[src/rtl/logic_sweep_ctrl.sv]
// ----------------------------------------------------------------------------
// logic_sweep_ctrl
//
// Sweeps all eight input vectors of a 3-input combinational circuit, holds
// each vector for a programmable number of cycles, samples the returned F
// at the end of each hold, and compares the captured truth table against a
// golden value.
//
// Ports
//   clk       in   1        single clock, rising edge
//   rst_n     in   1        asynchronous active-low reset
//   start     in   1        one-cycle sweep request (accepted in IDLE only)
//   abort     in   1        synchronous cancel of a running sweep
//   dwell     in   DWELL_W  hold cycles per vector (0 treated as 1)
//   expected  in   8        golden truth table, bit i = F for {A,B,C}=i
//   abc       out  3        {A,B,C} to the circuit under test (registered)
//   f_in      in   1        F returned by the circuit under test
//   busy      out  1        high while a sweep is running
//   done      out  1        one-cycle pulse on sweep completion
//   result    out  8        captured truth table
//   match     out  1        result == latched expected, valid from done
// ----------------------------------------------------------------------------
module logic_sweep_ctrl #(
    parameter int DWELL_W = 4
) (
    input  logic               clk,
    input  logic               rst_n,
    input  logic               start,
    input  logic               abort,
    input  logic [DWELL_W-1:0] dwell,
    input  logic [7:0]         expected,
    output logic [2:0]         abc,
    input  logic               f_in,
    output logic               busy,
    output logic               done,
    output logic [7:0]         result,
    output logic               match
);

    typedef enum logic [1:0] {
        IDLE = 2'd0,
        RUN  = 2'd1,
        DONE = 2'd2
    } state_t;

    state_t             state_reg,  state_next;
    logic [2:0]         abc_reg,    abc_next;
    logic [DWELL_W-1:0] cnt_reg,    cnt_next;
    logic [DWELL_W-1:0] d_reg,      d_next;
    logic [7:0]         exp_reg,    exp_next;
    logic [7:0]         result_reg, result_next;
    logic               match_reg,  match_next;

    // A zero dwell would make the down-counter underflow; hold for one cycle instead.
    logic [DWELL_W-1:0] dwell_eff;
    assign dwell_eff = (dwell == '0) ? DWELL_W'(1) : dwell;

    always_ff @(posedge clk or negedge rst_n) begin
        if (!rst_n) begin
            state_reg  <= IDLE;
            abc_reg    <= '0;
            cnt_reg    <= '0;
            d_reg      <= '0;
            exp_reg    <= '0;
            result_reg <= '0;
            match_reg  <= 1'b0;
        end else begin
            state_reg  <= state_next;
            abc_reg    <= abc_next;
            cnt_reg    <= cnt_next;
            d_reg      <= d_next;
            exp_reg    <= exp_next;
            result_reg <= result_next;
            match_reg  <= match_next;
        end
    end

    always_comb begin
        state_next  = state_reg;
        abc_next    = abc_reg;
        cnt_next    = cnt_reg;
        d_next      = d_reg;
        exp_next    = exp_reg;
        result_next = result_reg;
        match_next  = match_reg;

        case (state_reg)
            IDLE: begin
                // abort has priority over a coincident start
                if (start && !abort) begin
                    d_next      = dwell_eff;
                    cnt_next    = dwell_eff - DWELL_W'(1);
                    exp_next    = expected;
                    result_next = '0;
                    match_next  = 1'b0;
                    abc_next    = 3'd0;
                    state_next  = RUN;
                end
            end

            RUN: begin
                if (abort) begin
                    // Keep already-sampled bits; the pending sample is dropped.
                    state_next = IDLE;
                    abc_next   = 3'd0;
                    cnt_next   = '0;
                    match_next = 1'b0;
                end else if (cnt_reg == '0) begin
                    result_next[abc_reg] = f_in;
                    cnt_next             = d_reg - DWELL_W'(1);
                    if (abc_reg == 3'd7) begin
                        // Compare against the table including the bit written now,
                        // so match is already valid during the done cycle.
                        state_next = DONE;
                        abc_next   = 3'd0;
                        match_next = (result_next == exp_reg);
                    end else begin
                        abc_next = abc_reg + 3'd1;
                    end
                end else begin
                    cnt_next = cnt_reg - DWELL_W'(1);
                end
            end

            DONE: begin
                state_next = IDLE;
            end

            default: begin
                state_next = IDLE;
            end
        endcase
    end

    assign abc    = abc_reg;
    assign busy   = (state_reg == RUN);
    assign done   = (state_reg == DONE);
    assign result = result_reg;
    assign match  = match_reg;

endmodule
[config.mk]
export PLATFORM = sky130hd
export DESIGN_NAME = logic_sweep_ctrl
export DESIGN_NICKNAME = d
export VERILOG_FILES = /design/src/rtl/logic_sweep_ctrl.sv
export SDC_FILE = /design/constraint.sdc
export NUM_CORES = 1
export LEC_CHECK = 0
export CORE_MARGIN = 2
export CORE_UTILIZATION = 53
export DETAILED_ROUTE_END_ITERATION = 10
export GPL_TIMING_DRIVEN = 1
export PLACE_DENSITY = 0.86
export SLEW_MARGIN = 20
export SYNTH_ARGS = -nofsm -noshare
export SYNTH_HDL_FRONTEND = slang
export SYNTH_SLANG_ARGS = --single-unit
[constraint.sdc]
create_clock -name clk -period 2.8 [get_ports clk]
set_input_delay 0.56 -clock clk [delete_from_list [all_inputs] [get_ports clk]]
set_output_delay 0.56 -clock clk [all_outputs]
set_load 0.05 [all_outputs]
==> out/metrics.yaml <==
hold_buffers: 0
min_path_type: "reg -> reg"
dpl_cell_area_sq_mm: 0.00206
initial_core_util_pct: 55.8
clockBufferDepth: 2
post_cts_buffers: 0
synthTopCellsByArea: "dfrtp_1 (44%), nand2_1 (8.3%), a21oi_1 (3.8%)"
rsz0062_at_grt: "false"
antenna_found_initial: 0
drtAntennaViolNets: 0
worst_setup_path_start_kind: "register"
yosysSeqAreaShare_pct: 43.7
pre_cts_slack_ns: 0.510
wl_met2_um: 1740
layout_commonest_cell: "nand2_1"
hold_end: "exp_reg[4]"
cts.sinks: 30
worst-setup-path-type: "reg -> out"
status: "finished clean"
drv_slew: 0
synth_ff_type: "dfrtp_1"
p_sw_uw: 494
post_cts_resized: 0
synth_top_area_cell: "dfrtp_1"
stdcell_count: 275
io_buffer_count: 30
setup-tns-final_ns: 0
hold_viol: 0
firstDrtPassIters: 4
ctsHtreeMaxLevel: 2
max-slew-margin-rel_pct: 61.4
reg2reg_depth: 5
r2r-end: "match"
gr-total-overflow: 0
hold_depth: 2
swShare_pct: 37.8
leakagePower_uw: 0.000950
final_cell_mix: "nand2_1 (38), dfrtp_1 (30), clkdlybuf4s50_1 (30)"
detail_route.wl_per_cell_um: 14.1
grt_max_degree: 31
finalNetCount: 251
viasPerCell: 5.54
path_max_fanout: 17
coreArea_sq_mm: 0.00308
gp_congestion: 0.923
wl_met3_um: 262
post-route-cell-area_sq_mm: 0.00212
worst_slew_pin_slew_ns: 0.578
num_vias: 1524
maxCapViolations: 0
cellPowerDensity_mw_per_mm2: 615
intPower_uw: 814
synth_nets: 217
final.period_utilization_pct: 90.4
netlist_area_sq_mm: 0.00172
hold_path_startpoint: "exp_reg[4]"
fin_crit_ns: 2.53
crit_slowest_cell: "clkdlybuf4s50_1"
cp.required_ns: 2.24
highest_layer: "met4"
synth_top_cell_area_share_pct: 43.7
ctsRootBufferMaster: "clkbuf_4"
dp.cells: 267
worstPathCellList: "clkdlybuf4s50_1"
drc: 0
grt_pass1_vias: 1436
wl_met1_um: 1780
setup_ws_ns: 0.269
yosysWarnings: 0
cp-end-kind: "primary output"
fp.dieW_um: 60.9
grt_pass1_wl_um: 6520
irDropWorstVdd_mv: 0.356
rows: 20
drive_gt1_share_pct: 8.23
synth_edf_count: 0
yosysUniqueCellTypes: 38
tritoncts: "built"
setup_viol: 0
r2r_start: "abc[0]"
wirelength_um: 3870
clock_skew_ns: 0.00970
drt-initial-drc-count: 72
clk_pin_slew_worst_paths_ns: 0.09
die_y_um: 60.9
pwr-share-seq_pct: 46.2
dieArea_sq_mm: 0.00371
diodes: 0
cp_top_family: "buffers and inverters"
dp_hpwl_um: 2750
pin_count: 31
synthArstFlopShare_pct: 100
grt_usage_pct: 24.4
rrSetupSlack_ns: 0.79
fmax_mhz: 395
crit_arrival_ns: 1.97
worst-path-buf-inv: 1
area_growth_pct: 23.7
cts_made_buffers: 5
cp_slowest_stage_delay_ns: 0.91
pwr-share-clk_pct: 21.1
p_comb_share_pct: 32.7
clk_latency_ns: 0.34
ys_ff_latch: 30
avgSynthCellArea_sq_um: 8.76
synthCells: 196
[metal layers]
| layer | vias to the layer above | global-route usage (%) |
|---|---|---|
| li1 | 752 | - |
| met4 | 0 | 12.7 |
| met5 | - | 0 |
| met1 | 702 | 33.7 |
| met2 | 61 | 36.1 |
| met3 | 9 | 5.12 |
[kinds of logic (layout without fill, tap and decap cells)]
logic type      Yosys count  after routing  synth area share [%]
compound gates           47             47                  17.3
xor+xnor                  9              9                  4.59
fa+ha+maj                 4              4                  2.91
buf+inv                  19             54                  5.32
flops                    30             30                  43.7
mux                       6              6                  3.50
simple gates             81             81                  22.7
[synthesized netlist by cell type, types with 2 or more instances]
| library cell | instances |
|---|---|
| nand2_1 | 38 |
| dfrtp_1 | 30 |
| nor2_1 | 17 |
| a21oi_1 | 13 |
| o21ai_1 | 12 |
| inv_1 | 10 |
| o22ai_1 | 9 |
| mux2i_1 | 6 |
| nor3_1 | 6 |
| xor2_1 | 6 |
| buf_4 | 5 |
| ha_1 | 4 |
| clkbuf_1 | 3 |
| nand3b_1 | 3 |
| nor3b_1 | 3 |
| xnor2_1 | 3 |
| a22o_1 | 2 |
| and3_1 | 2 |
| nand3_1 | 2 |
| nor2b_1 | 2 |
| o21ai_0 | 2 |
| o31ai_1 | 2 |
[worst max path at each step]
| stage | start | endpoint | slack, ns | cells after the start |
|---|---|---|---|---|
| floorplan | abc[2] | match | 0.83 | 6 |
| global placement | f_in | match | 0.59 | 5 |
| detailed placement | f_in | match | 0.51 | 5 |
| CTS | abc[0] | abc[0] | 0.29 | 1 |
| global route | abc[0] | abc[0] | 0.19 | 1 |
| finish | abc[0] | abc[0] | 0.27 | 1 |
[stage by stage]
stage	util [%]	total power [uW]	hold WS (ns)
final	69.0	1310	0.521
after global routing	69.0	1390	0.547
after CTS	69.0	1310	0.525
after detailed placement	67.1	1040	0.503
after global placement	67.1	1030	0.488
after floorplan	-	913	0.264
[power by group through the flow]
stage	combinational, uW	clock [uW]	sequential [uW]
after floorplan	296	0	617
after CTS	430	280	601
after global routing	481	293	613
after global placement	420	0	607
after detailed placement	429	0	609
final	428	276	604
[final cells by class]
type | instances | area (sq um)
Fill cell | 263 | 953
Inverter | 10 | 37.5
Timing Repair Buffer | 36 | 345
Clock inverter | 1 | 5.00
Clock buffer | 7 | 55.1
Tap cell | 44 | 55.1
Multi-Input combinational cell | 147 | 876
Sequential cell | 30 | 751
[worst min-delay path: stages (launching register included)]
cell     delay, ns
dfrtp_1       0.37
nand2_1       0.06
nand2_1       0.06
Note: power is estimated with default switching activity, not from simulation.
